### src/rtl/best_neighbor_scan_pkg.sv
// Shared memory map, word widths and scan FSM encoding for the neighbour-table scanner.
// The winner-selection logic reads the same map, so these constants live here and nowhere else.
package best_neighbor_scan_pkg;

    localparam int WORD_W  = 16;
    localparam int ADDR_W  = 11;
    localparam int MAX_NBR = 16;
    localparam int CNT_W   = 5;

    localparam logic [ADDR_W-1:0] NBR_CNT_ADDR = 11'h606;
    localparam logic [ADDR_W-1:0] NBR_BASE     = 11'h608;
    localparam logic [ADDR_W-1:0] BETTER_BASE  = 11'h668;
    localparam logic [ADDR_W-1:0] BETTER_CNT   = 11'h68C;
    localparam logic [ADDR_W-1:0] EPSILON      = 11'h4;

    localparam logic [WORD_W-1:0] NO_HOP = 16'd301;

    typedef logic [3:0] state_t;

    localparam state_t ST_IDLE   = 4'd0;
    localparam state_t ST_CNT_A  = 4'd1;
    localparam state_t ST_CNT_RD = 4'd2;
    localparam state_t ST_ID_A   = 4'd3;
    localparam state_t ST_ID_RD  = 4'd4;
    localparam state_t ST_VAL_A  = 4'd5;
    localparam state_t ST_VAL_RD = 4'd6;
    localparam state_t ST_BID_A  = 4'd7;
    localparam state_t ST_BID_RD = 4'd8;
    localparam state_t ST_EVAL   = 4'd9;
    localparam state_t ST_WR_L   = 4'd10;
    localparam state_t ST_NEXT   = 4'd11;
    localparam state_t ST_WR_C   = 4'd12;
    localparam state_t ST_DONE   = 4'd13;

    // Entry i occupies three words starting at NBR_BASE + 6*i.
    function automatic logic [ADDR_W-1:0] entry_addr(input logic [CNT_W-1:0] idx);
        return NBR_BASE + ADDR_W'(idx) * 11'd6;
    endfunction

    function automatic logic [ADDR_W-1:0] slot_addr(input logic [CNT_W-1:0] slot);
        return BETTER_BASE + {5'b0, slot, 1'b0};
    endfunction

endpackage

### src/rtl/best_neighbor_scan_if.sv
// Shared-memory port of the scanner: registered byte address, write word/strobe, read word.
// No handshake: data_in must reflect address one cycle after it changes; wr_en is a one-cycle write of data_out.
interface best_neighbor_scan_if;
    import best_neighbor_scan_pkg::*;

    logic [ADDR_W-1:0] address;
    logic [WORD_W-1:0] data_out;
    logic              wr_en;
    logic [WORD_W-1:0] data_in;

    modport master (output address, output data_out, output wr_en, input data_in);
    modport slave  (input address, input data_out, input wr_en, output data_in);

endinterface

### src/rtl/best_neighbor_scan.sv
// Walks the neighbour table, tracks the highest-value entry and lists every neighbour beating mybest.
// One FSM; each table word costs an address cycle and a sample cycle.
module best_neighbor_scan
    import best_neighbor_scan_pkg::*;
(
    input  logic                 clock,
    input  logic                 nrst,
    input  logic                 start_scan,
    input  logic [WORD_W-1:0]    mybest,
    input  logic [WORD_W-1:0]    MY_NODE_ID,
    best_neighbor_scan_if.master mem,
    output logic [WORD_W-1:0]    besthop,
    output logic [WORD_W-1:0]    bestvalue,
    output logic [WORD_W-1:0]    bestneighborID,
    output logic [WORD_W-1:0]    betterNeighborCount,
    output logic                 done_scan,
    output state_t               state_dbg
);

    state_t            state;
    logic [CNT_W-1:0]  n;
    logic [CNT_W-1:0]  i;
    logic [CNT_W-1:0]  k;
    logic [WORD_W-1:0] cur_id;
    logic [WORD_W-1:0] cur_val;
    logic [WORD_W-1:0] cur_bid;
    logic [CNT_W-1:0]  n_clamped;

    assign n_clamped = (mem.data_in > 16'(MAX_NBR)) ? CNT_W'(MAX_NBR) : mem.data_in[CNT_W-1:0];
    assign state_dbg = state;

    always_ff @(posedge clock or negedge nrst) begin
        if (!nrst) begin
            state               <= ST_IDLE;
            n                   <= '0;
            i                   <= '0;
            k                   <= '0;
            cur_id              <= '0;
            cur_val             <= '0;
            cur_bid             <= '0;
            mem.address         <= '0;
            mem.data_out        <= '0;
            mem.wr_en           <= 1'b0;
            done_scan           <= 1'b0;
            besthop             <= NO_HOP;
            bestvalue           <= '0;
            bestneighborID      <= NO_HOP;
            betterNeighborCount <= '0;
        end else begin
            mem.wr_en <= 1'b0;
            done_scan <= 1'b0;
            case (state)
                ST_IDLE: begin
                    if (start_scan) begin
                        bestvalue      <= '0;
                        besthop        <= NO_HOP;
                        bestneighborID <= NO_HOP;
                        k              <= '0;
                        i              <= '0;
                        mem.address    <= NBR_CNT_ADDR;
                        state          <= ST_CNT_A;
                    end
                end
                ST_CNT_A: begin
                    mem.address <= NBR_CNT_ADDR;
                    state       <= ST_CNT_RD;
                end
                ST_CNT_RD: begin
                    n <= n_clamped;
                    if (n_clamped == '0) begin
                        mem.address         <= BETTER_CNT;
                        mem.data_out        <= {11'b0, k};
                        mem.wr_en           <= 1'b1;
                        betterNeighborCount <= {11'b0, k};
                        state               <= ST_WR_C;
                    end else begin
                        state <= ST_ID_A;
                    end
                end
                ST_ID_A: begin
                    mem.address <= entry_addr(i);
                    state       <= ST_ID_RD;
                end
                ST_ID_RD: begin
                    cur_id <= mem.data_in;
                    state  <= ST_VAL_A;
                end
                ST_VAL_A: begin
                    mem.address <= entry_addr(i) + 11'd2;
                    state       <= ST_VAL_RD;
                end
                ST_VAL_RD: begin
                    cur_val <= mem.data_in;
                    state   <= ST_BID_A;
                end
                ST_BID_A: begin
                    mem.address <= entry_addr(i) + 11'd4;
                    state       <= ST_BID_RD;
                end
                ST_BID_RD: begin
                    cur_bid <= mem.data_in;
                    state   <= ST_EVAL;
                end
                ST_EVAL: begin
                    // Strict compare keeps the earlier entry on ties; entry 0 always seeds the best.
                    if (cur_val > bestvalue || i == '0) begin
                        besthop        <= cur_id;
                        bestvalue      <= cur_val;
                        bestneighborID <= cur_bid;
                    end
                    if (cur_val > mybest && cur_id != MY_NODE_ID) begin
                        mem.address  <= slot_addr(k);
                        mem.data_out <= cur_id;
                        mem.wr_en    <= 1'b1;
                        state        <= ST_WR_L;
                    end else begin
                        state <= ST_NEXT;
                    end
                end
                ST_WR_L: begin
                    k     <= k + 5'd1;
                    state <= ST_NEXT;
                end
                ST_NEXT: begin
                    i <= i + 5'd1;
                    if (i + 5'd1 < n) begin
                        state <= ST_ID_A;
                    end else begin
                        mem.address         <= BETTER_CNT;
                        mem.data_out        <= {11'b0, k};
                        mem.wr_en           <= 1'b1;
                        betterNeighborCount <= {11'b0, k};
                        state               <= ST_WR_C;
                    end
                end
                ST_WR_C: begin
                    done_scan <= 1'b1;
                    state     <= ST_DONE;
                end
                ST_DONE: begin
                    state <= ST_IDLE;
                end
                default: begin
                    state <= ST_IDLE;
                end
            endcase
        end
    end

endmodule
### src/flat_wrapper.sv
// flat-port wrapper written by rule: the top's interface ports become plain ports
module best_neighbor_scan_flat import best_neighbor_scan_pkg::*;
  (clock, nrst, start_scan, mybest, MY_NODE_ID, besthop, bestvalue, bestneighborID, betterNeighborCount, done_scan, state_dbg, mem_address, mem_data_out, mem_wr_en, mem_data_in);
  best_neighbor_scan_if mem_i ();
  input  logic clock;
  input  logic nrst;
  input  logic start_scan;
  input  logic [WORD_W-1:0] mybest;
  input  logic [WORD_W-1:0] MY_NODE_ID;
  output logic [WORD_W-1:0] besthop;
  output logic [WORD_W-1:0] bestvalue;
  output logic [WORD_W-1:0] bestneighborID;
  output logic [WORD_W-1:0] betterNeighborCount;
  output logic done_scan;
  output state_t state_dbg;
  output wire logic [$bits(mem_i.address)-1:0] mem_address;
  output wire logic [$bits(mem_i.data_out)-1:0] mem_data_out;
  output wire logic [$bits(mem_i.wr_en)-1:0] mem_wr_en;
  input wire logic [$bits(mem_i.data_in)-1:0] mem_data_in;
  assign mem_address = mem_i.address;
  assign mem_data_out = mem_i.data_out;
  assign mem_wr_en = mem_i.wr_en;
  assign mem_i.data_in = mem_data_in;
  best_neighbor_scan u_core (.clock(clock), .nrst(nrst), .start_scan(start_scan), .mybest(mybest), .MY_NODE_ID(MY_NODE_ID), .mem(mem_i), .besthop(besthop), .bestvalue(bestvalue), .bestneighborID(bestneighborID), .betterNeighborCount(betterNeighborCount), .done_scan(done_scan), .state_dbg(state_dbg));
endmodule
### config.mk
export PLATFORM = sky130hd
export DESIGN_NAME = best_neighbor_scan_flat
export DESIGN_NICKNAME = d
export VERILOG_FILES = /design/src/rtl/best_neighbor_scan_pkg.sv /design/src/rtl/best_neighbor_scan_if.sv /design/src/rtl/best_neighbor_scan.sv /design/src/flat_wrapper.sv
export SDC_FILE = /design/constraint.sdc
export NUM_CORES = 1
export LEC_CHECK = 0
export ABC_CLOCK_PERIOD_IN_PS = 3860
export CORE_MARGIN = 4
export CORE_UTILIZATION = 39
export DETAILED_ROUTE_END_ITERATION = 8
export DONT_BUFFER_PORTS = 1
export HOLD_SLACK_MARGIN = 0.06
export PLACE_DENSITY = 0.5
export SLEW_MARGIN = 0
export SYNTH_ARGS = -nofsm -noshare
export SYNTH_HDL_FRONTEND = slang
export SYNTH_SLANG_ARGS = --single-unit
### constraint.sdc
create_clock -name clock -period 3.86 [get_ports clock]
set_input_delay 0.386 -clock clock [delete_from_list [all_inputs] [get_ports clock]]
set_output_delay 0.386 -clock clock [all_outputs]
set_load 0.01 [all_outputs]
======== After elaboration in Yosys (flattened, before gate mapping) ========
Index checks and enable logic that the tools add are counted.
storage, ports and cells
  word-level logic and storage cells ...... 93
  register bits after elaboration ......... 160
  input bits .............................. 51
cells by class
  equality and inequality tests ........... 18
  multiplexer cells ....................... 32
  reduce and logical (&&, ||, !) cells .... 17
  multipliers ............................. 1
  add/subtract/negate cells ............... 6
  order comparisons ....................... 4
operators by type and width
  kind                                                             number
  2-to-1 mux 16 bit                                                8
  one-hot mux 16 bit (2 select lines)                              4
  one-hot mux 11 bit (8 select lines)                              1
  one-hot mux 4 bit (13 select lines)                              1
  one-hot mux 16 bit (3 select lines)                              1
  2-to-1 mux 11 bit                                                4
  greater-than comparator 16 bit                                   2
  equality test 4 bit (second input constant)                      5
  one-hot mux 5 bit (2 select lines)                               2
  equality test 4 x 3 -> 1 bit (second input constant)             4
  greater-than comparator 16 x 5 -> 1 bit (second input constant)  1
  inequality test 16 bit                                           1
  2-to-1 mux 4 bit                                                 3
  adder 10 x 7 -> 11 bit (first input constant)                    1
  adder 10 x 9 -> 11 bit (first input constant)                    1
  adder 11 x 2 -> 11 bit (second input constant)                   1
  adder 11 x 3 -> 11 bit (second input constant)                   1
  adder 5 x 1 -> 5 bit (second input constant)                     2
  zero test 5 bit                                                  2
  2-to-1 mux 5 bit                                                 2
  equality test 4 x 2 -> 1 bit (second input constant)             2
  nonzero test 2 bit                                               4
  nonzero test 8 bit                                               1
  multiplier 5 x 2 -> 7 bit (second input constant)                1
  14 further kinds                                                 23

======== Longest topological paths before layout ========
Gate-level depths: netlist (run 1).
  depth in word-level cells ............... 5
  depth in mapped cells ................... 12
  mapped depth without buffers ............ 11

======== Worst setup path after synthesis (run 1) ========
No wires, ideal clock.
  path type ............................... register to register
  from .................................... register u_core.i[0]
  to ...................................... register u_core.mem.address[8]
  cell stages (with the launch flop) ...... 11
  library setup time ...................... 129 ps
  setup slack ............................. 877 ps
  clock period less this slack ............ 2983 ps
  arrival time ............................ 2854 ps
  cell sequence ........................... dfrtp_1 > ha_1 > fa_1 > xor2_1 > ha_1 > inv_1 > xnor3_1 > and3_1 > a41oi_1 > nor3_1 > a2111o_1
on the way
  cells in the longest elaborated chain, start to end .. 4
RTL lines
  item                                                                               line                                                     source
  start: declaration                                                                 best_neighbor_scan.sv:22                                 logic [CNT_W-1:0] i;
  start signal: assignment                                                           best_neighbor_scan.sv:125                                i <= i + 5'd1;
  multiplier 5 x 2 -> 7 bit / adder 5 x 1 -> 5 bit (equally long branches)           best_neighbor_scan_pkg.sv:37, best_neighbor_scan.sv:126
  adder 10 x 9 -> 11 bit / < comparator 5 bit (equally long branches)                best_neighbor_scan_pkg.sv:37, best_neighbor_scan.sv:126
  adder 11 x 3 -> 11 bit (tied with other cells)                                     best_neighbor_scan.sv:97                                 mem.address <= entry_addr(i) + 11'd4;
  one-hot mux 11 bit (8 select lines) / AND reduction 5 bit (equally long branches)  --
  end signal: assignment                                                             best_neighbor_scan.sv:89                                 mem.address <= entry_addr(i) + 11'd2;
  end signal: assignment                                                             best_neighbor_scan.sv:97
  end signal: assignment                                                             best_neighbor_scan.sv:112                                mem.address <= slot_addr(k);
  end: declaration                                                                   best_neighbor_scan_if.sv:11                              modport master (output address, output data_out, output wr_en, input data_in);
Parallel ways exist; a longest one is shown, timed or not.
A chain may end at the register's enable or synchronous reset.

======== Worst setup path after layout (run 1) ========
  from .................................... register u_core.cur_val[14]
  to ...................................... register u_core.mem.data_out[8]
on the way
  cells in the longest elaborated chain, start to end .. 4
RTL lines
  item                                             line                         source
  start: declaration                               best_neighbor_scan.sv:25     logic [WORD_W-1:0] cur_val;
  start signal: assignment                         best_neighbor_scan.sv:93     cur_val <= mem.data_in;
  greater-than comparator 16 bit                   best_neighbor_scan.sv:111    if (cur_val > mybest && cur_id != MY_NODE_ID) begin
  logical AND 1 bit                                best_neighbor_scan.sv:111
  inequality test 2 x 1 -> 1 bit (no source line)  --
  AND reduction 4 bit (no source line)             --
  end signal: assignment                           best_neighbor_scan.sv:72     mem.data_out <= {11'b0, k};
  end signal: assignment                           best_neighbor_scan.sv:113    mem.data_out <= cur_id;
  end signal: assignment                           best_neighbor_scan.sv:130    mem.data_out <= {11'b0, k};
  end: declaration                                 best_neighbor_scan_if.sv:11
Every way passes these cells.

==> impl_metrics.json, run 1 <==
{
  "rrSetupSlack_ns": 0.42,
  "max_slew_margin_pct": 29.3,
  "core.rowCount": 52,
  "r2r_end": "u_core.mem.data_out[8]$_DFFE_PN0P_",
  "cellPowerDensity_nw_per_um2": 859,
  "synthTopCellsByCount": "dfrtp_1, nand2_1, inv_1",
  "gp_congestion": 0.885,
  "synth.most_common_cell": "dfrtp_1",
  "p_int_w": 0.00465,
  "antenna_found_initial": 0,
  "drc": 0,
  "die_h_um": 152,
  "crit_slowest_cell": "nor3b_2",
  "die_w_um": 152,
  "setup-violations-final": 0,
  "crit_fanout": 17,
  "synth_edf_count": 0,
  "max_stage_delay_ns": 0.89,
  "yosys_most_used_dff": "dfrtp_1",
  "layout-drive-gt1-share_pct": 17.9,
  "p_clk_share_pct": 23.0,
  "vias": 5719,
  "crit_type": "register to register",
  "min_path_type": "input pin to register",
  "initial_core_util_pct": 39.7,
  "yosys_register_bits": 148,
  "diodes": 0,
  "track_usage_pct": 19.4,
  "yosys.area.top_type_share_pct": 43.0,
  "die_area_um2": 23000,
  "numCtsBuffers": 17,
  "synth.avg_cell_area_um2": 10.4,
  "grt_max_degree": 149,
  "ys.warnings.count": 0,
  "worst_pin_slew_ns": 1.06,
  "routed_wirelength_mm": 21.5,
  "fp.coreArea_um2": 20200,
  "critPathRequiredTime_ns": 4.18,
  "cts_buffer_depth": 2,
  "critPathBufInv": 1,
  "io_pins": 148,
  "clock-skew-final_ns": 0.0120,
  "drt_pre_antenna_iters": 4,
  "area_growth_pct": 12.5,
  "wl_per_cell_um": 20.2,
  "holdPathStages": 2,
  "nets": 887,
  "maxSlewViolCount": 0,
  "cp_cell_sequence": "ha_1 -> nand4_1 -> nor4_1 -> a211oi_1 -> nor3b_2 -> nor2b_1 -> buf_4 -> a22o_1",
  "dp_hpwl_mm": 15.7,
  "maxCapViolCount": 0,
  "cts-resized-gates": 0,
  "port_buffers": 0,
  "insertion_delay_ns": 0.43,
  "synth_top_area_cell": "dfrtp_1",
  "timing.final.crit_period_ns": 3.44,
  "async_flop_share_pct": 100,
  "min_period_over_period_pct": 89.2,
  "h-tree-depth": 4,
  "status": "completed",
  "tritoncts": "done",
  "worstHoldEndpoint": "u_core.n[3]$_DFFE_PN0P_",
  "sw_frac_of_total_pct": 40.2,
  "timing.rr.start": "u_core.cur_val[14]$_DFFE_PN0P_",
  "first_global_vias": 5968,
  "cts_num_sinks": 148,
  "p_sw_w": 0.00312,
  "vias_per_cell": 5.35,
  "gr-total-overflow": 0,
  "tns_ns": 0,
  "syn_inst": 776,
  "ant_nets": 0,
  "yosysSeqAreaShare_pct": 46.2,
  "synth_area_leaders": "dfrtp_1, mux2_2, ha_1, nand2_1, mux2i_1",
  "hold_path_startpoint": "mem_data_in[3]",
  "clk_pin_slew_ns": 0.07,
  "synth.distinct_cells": 69,
  "p_leak_nw": 4.00,
  "arrival_ns": 3.76,
  "vdd_drop_max_mv": 0.362,
  "cp_top_family": "simple AND/OR/NAND/NOR gates",
  "seq_power_share_pct": 38.6,
  "syn_area_um2": 8040,
  "cp-end-kind": "register",
  "clockRootBuffer": "clkbuf_16",
  "combinationalPowerShare_pct": 38.3,
  "rsz0062_at_grt": "false",
  "fmax_ghz": 0.290,
  "detail_route.iter0.violations": 378,
  "start_kind": "register",
  "hold_ws_ns": 0.0847,
  "grt_pass1_wl_mm": 34.2,
  "hold_viol": 0,
  "ff2ff_path_depth": 8
}
-- power by group through the flow --
stage	Clock (W)	Sequential, W	Combinational, W
after floorplan	0	0.00280	0.00231
after global placement	0	0.00303	0.00289
after detailed placement	0	0.00304	0.00294
after CTS	0.00183	0.00303	0.00299
after global routing	0.00189	0.00311	0.00337
final	0.00179	0.00300	0.00298
-- sequential cells by signal, indices dropped and copies added (netlist names) --
register,flops
u_core.cur_id,16
u_core.mem.wr_en,1
u_core.cur_val,16
u_core.besthop,16
u_core.n,5
u_core.cur_bid,16
u_core.mem.data_out,16
u_core.state_dbg,4
u_core.bestneighborID,16
u_core.mem.address,10
u_core.betterNeighborCount,5
u_core.done_scan,1
u_core.bestvalue,16
u_core.k,5
u_core.i,5
-- timing repair --
| action | CTS | global route |
|---|---|---|
| hold buffers | 2 | 0 |
| buffers inserted | 0 | 0 |
| hold endpoints to repair | 148 | 0 |
-- layout make-up --
type	instances	area, um2
timing repair buffer	20	185
inverter	85	319
multi-input combinational	513	3860
clock inverter	14	189
fill	1898	11200
tap	270	338
sequential	148	3720
clock buffer	18	439
-- layer usage --
metal	up-vias	track usage, %	wire (um)
met4	0	6.87	456
met3	27	5.89	1410
met2	154	31.9	10600
met1	2854	24.4	9120
met5	-	0	0
li1	2684	-	-
-- stage by stage --
stage	area (um2)	util, %	power, W	setup WS [ns]	instances
final	9040	44.7	0.00777	0.416	1068
after global routing	9040	44.7	0.00837	0.233	1068
after CTS	9040	44.7	0.00785	0.460	1068
after detailed placement	8380	41.4	0.00599	0.476	1034
after global placement	8380	41.4	0.00592	0.532	1034
after floorplan	8080	-	0.00511	0.877	787
-- placed cells by master, fill, tap and decap left out, drive strengths merged, types with 3 or more instances in the layout --
master / Yosys / layout
xnor2: 21 / 21
mux2: 60 / 60
nand4: 11 / 11
o22ai: 5 / 5
conb: 1 / 12
nor3: 6 / 6
and2: 3 / 3
a22o: 18 / 18
a21o: 7 / 7
and3: 4 / 4
a211oi: 4 / 4
nand2: 96 / 96
o21ai: 34 / 34
inv: 85 / 93
nor2: 27 / 27
ha: 50 / 50
nand2b: 12 / 12
xor2: 4 / 4
or2b: 3 / 3
buf: 22 / 19
o21bai: 3 / 3
nor2b: 8 / 8
bufinv: 0 / 3
nor4: 6 / 6
a21oi: 23 / 23
mux2i: 35 / 35
o31ai: 3 / 3
clkbuf: 19 / 18
nand3: 8 / 8
dfrtp: 138 / 138
nor3b: 3 / 3
dfstp: 10 / 10
a221oi: 6 / 6
a221o: 4 / 4
a22oi: 3 / 3
a31oi: 4 / 4
-- cell families after synthesis --
family	share of synthesized area, %
AOI/OAI and AO/OA	11.4
xor gates and xnor gates	3.00
adders and majority gates	8.03
buffers and inverters	6.69
DFF	46.2
muxes	12.8
other	0.0467
and+or+nand+nor	11.8
-- worst max path at each step --
stage                                         startpoint                                  end  depth (start not counted)
final                     u_core.cur_val[14]$_DFFE_PN0P_   u_core.mem.data_out[8]$_DFFE_PN0P_                          8
after global routing      u_core.cur_val[14]$_DFFE_PN0P_  u_core.mem.data_out[14]$_DFFE_PN0P_                          8
after CTS                 u_core.cur_val[14]$_DFFE_PN0P_  u_core.mem.data_out[14]$_DFFE_PN0P_                          8
after detailed placement  u_core.cur_val[14]$_DFFE_PN0P_   u_core.mem.data_out[7]$_DFFE_PN0P_                          8
after global placement           u_core.i[0]$_DFFE_PN0P_    u_core.mem.address[8]$_DFFE_PN0P_                         10
after floorplan                  u_core.i[0]$_DFFE_PN0P_    u_core.mem.address[8]$_DFFE_PN0P_                         10
No activity file was read; power rests on OpenSTA's default activity.
==> run 2, diff against run 1 <==
--- a/config.mk
+++ b/config.mk
@@ -12,6 +12,7 @@
 export DONT_BUFFER_PORTS = 1
 export HOLD_SLACK_MARGIN = 0.06
 export PLACE_DENSITY = 0.5
+export SKIP_CTS_REPAIR_TIMING = 1
 export SLEW_MARGIN = 0
 export SYNTH_ARGS = -nofsm -noshare
 export SYNTH_HDL_FRONTEND = slang
==> run 2 against run 1 <==
  * Non-clock buffer count is the same
  * Count of clock-buffer cells in the layout unchanged
  * Via count hardly changed
  * Sequential share of layout area unchanged
  * Register-to-register slack gained 0.04 ns
  * Worst hold slack worse by 0.0014 ns
  * Total power hardly changed
  * Core utilization is the same
  * Global-route usage barely moved
  * Fmax up 1.3%
  * Clock power hardly changed
  * Clock skew barely moved
  * Highest routed layer unchanged
==> impl_metrics.json, run 2 (synthesis gave the netlist of run 1 again) <==
{
  "status": "completed",
  "fp.coreArea_um2": 20200,
  "h-tree-depth": 4,
  "wl_per_cell_um": 20.3,
  "worstHoldEndpoint": "u_core.cur_id[1]$_DFFE_PN0P_",
  "drc": 0,
  "sw_frac_of_total_pct": 40.2,
  "hold_viol": 0,
  "ff2ff_path_depth": 8,
  "insertion_delay_ns": 0.43,
  "layout_commonest_cell": "dfrtp_1",
  "totalPowerFinal_w": 0.00777,
  "maxCapViolCount": 0,
  "first_global_vias": 5948,
  "arrival_ns": 3.72,
  "wl_met3_mm": 1.39,
  "p_clk_share_pct": 23.0,
  "vias_per_cell": 5.35,
  "grt_pass1_wl_mm": 34.1,
  "initial_core_util_pct": 39.7,
  "seq_power_share_pct": 38.6,
  "p_leak_nw": 4.00,
  "die_w_um": 152,
  "diodes": 0,
  "fin_cells": 1068,
  "gp_congestion": 0.885,
  "wl_met2_mm": 10.6,
  "layout-drive-gt1-share_pct": 17.9,
  "io_pins": 148,
  "port_buffers": 0,
  "vdd_drop_max_mv": 0.362,
  "gr-total-overflow": 0,
  "crit_type": "register to register",
  "cp-end-kind": "register",
  "clock-skew-final_ns": 0.0116,
  "p_int_w": 0.00465,
  "tns_ns": 0,
  "layout_common_cells": "dfrtp_1, nand2_1, inv_1, mux2_2, ha_1",
  "clk_pin_slew_ns": 0.07,
  "area_growth_pct": 12.5,
  "p_sw_w": 0.00313,
  "dp.cells": 1034,
  "met1_length_mm": 9.15,
  "die_h_um": 152,
  "detail_route.iter0.violations": 336,
  "crit_fanout": 17,
  "drt_pre_antenna_iters": 5,
  "cts_num_sinks": 148,
  "start_kind": "register",
  "numCtsBuffers": 17,
  "min_path_type": "input pin to register",
  "tritoncts": "done",
  "maxSlewViolCount": 0,
  "min_period_over_period_pct": 88.1,
  "cellPowerDensity_nw_per_um2": 860,
  "grt_max_degree": 149,
  "hold_ws_ns": 0.0833,
  "die_area_um2": 23000,
  "r2r_end": "u_core.mem.data_out[8]$_DFFE_PN0P_",
  "fmax_ghz": 0.294,
  "dp_hpwl_mm": 15.7,
  "rsz0062_at_grt": "false",
  "antenna_found_initial": 0,
  "ant_nets": 0,
  "timing.final.crit_period_ns": 3.40,
  "cts_buffer_depth": 2,
  "nets": 887,
  "core.rowCount": 52,
  "timing.rr.start": "u_core.cur_val[14]$_DFFE_PN0P_",
  "maxUsedRoutingLayer": "met4",
  "max_slew_margin_pct": 31.4,
  "holdPathStages": 2,
  "track_usage_pct": 19.4,
  "vias": 5718,
  "hold_path_startpoint": "mem_data_in[1]",
  "worst_pin_slew_ns": 1.02,
  "critPathRequiredTime_ns": 4.18,
  "routed_wirelength_mm": 21.6,
  "clockRootBuffer": "clkbuf_16",
  "setup-violations-final": 0,
  "rrSetupSlack_ns": 0.46,
  "combinationalPowerShare_pct": 38.4
}
[run 2: cell counts in the layout (fill, tap and decap cells not counted)]
Identical to the previous run, type by type.
[run 2: worst max-delay path by stage]
stage,end,depth (start not counted),slack [ns],start
4_1_cts,u_core.mem.data_out[14]$_DFFE_PN0P_,8,0.46,u_core.cur_val[14]$_DFFE_PN0P_
5_1_grt,u_core.mem.data_out[14]$_DFFE_PN0P_,8,0.23,u_core.cur_val[14]$_DFFE_PN0P_
2_1_floorplan,u_core.mem.address[8]$_DFFE_PN0P_,10,0.88,u_core.i[0]$_DFFE_PN0P_
3_5_place_dp,u_core.mem.data_out[7]$_DFFE_PN0P_,8,0.48,u_core.cur_val[14]$_DFFE_PN0P_
3_3_place_gp,u_core.mem.address[8]$_DFFE_PN0P_,10,0.53,u_core.i[0]$_DFFE_PN0P_
6_report,u_core.mem.data_out[8]$_DFFE_PN0P_,8,0.46,u_core.cur_val[14]$_DFFE_PN0P_
[run 2: final cells by class]
type                            count  area, um2
Clock buffer                       18        439
Clock inverter                     14        189
Fill cell                        1899      11200
Inverter                           85        319
Multi-Input combinational cell    513       3860
Sequential cell                   148       3720
Tap cell                          270        338
Timing Repair Buffer               20        185
[run 2: power by group through the flow]
stage	clock network [W]	registers (W)	logic [W]
floorplan	0	0.00280	0.00231
global placement	0	0.00303	0.00289
detailed placement	0	0.00304	0.00294
CTS	0.00183	0.00303	0.00296
global route	0.00189	0.00311	0.00337
finish	0.00179	0.00300	0.00298
[run 2: metrics by stage]
stage / setup WS (ns) / area [um2] / utilization (%)
after floorplan: 0.877 / 8080 / -
after global placement: 0.532 / 8380 / 41.4
after detailed placement: 0.476 / 8380 / 41.4
after CTS: 0.460 / 9010 / 44.5
after global routing: 0.233 / 9040 / 44.7
final: 0.459 / 9040 / 44.7
[run 2: metal layers]
| layer | vias up | GRT usage, % |
|---|---|---|
| li1 | 2685 | - |
| met1 | 2869 | 24.3 |
| met2 | 137 | 31.8 |
| met3 | 27 | 6.04 |
| met4 | 0 | 6.87 |
| met5 | - | 0 |
[run 2: worst max-delay path, cell delays in order, from the launching register on]
cell and delay, ns:
dfrtp_1 0.42, ha_1 0.32, nand4_1 0.18, nor4_1 0.49, a211oi_1 0.25, nor3b_2 0.87
nor2b_1 0.30, buf_4 0.28, a22o_1 0.19
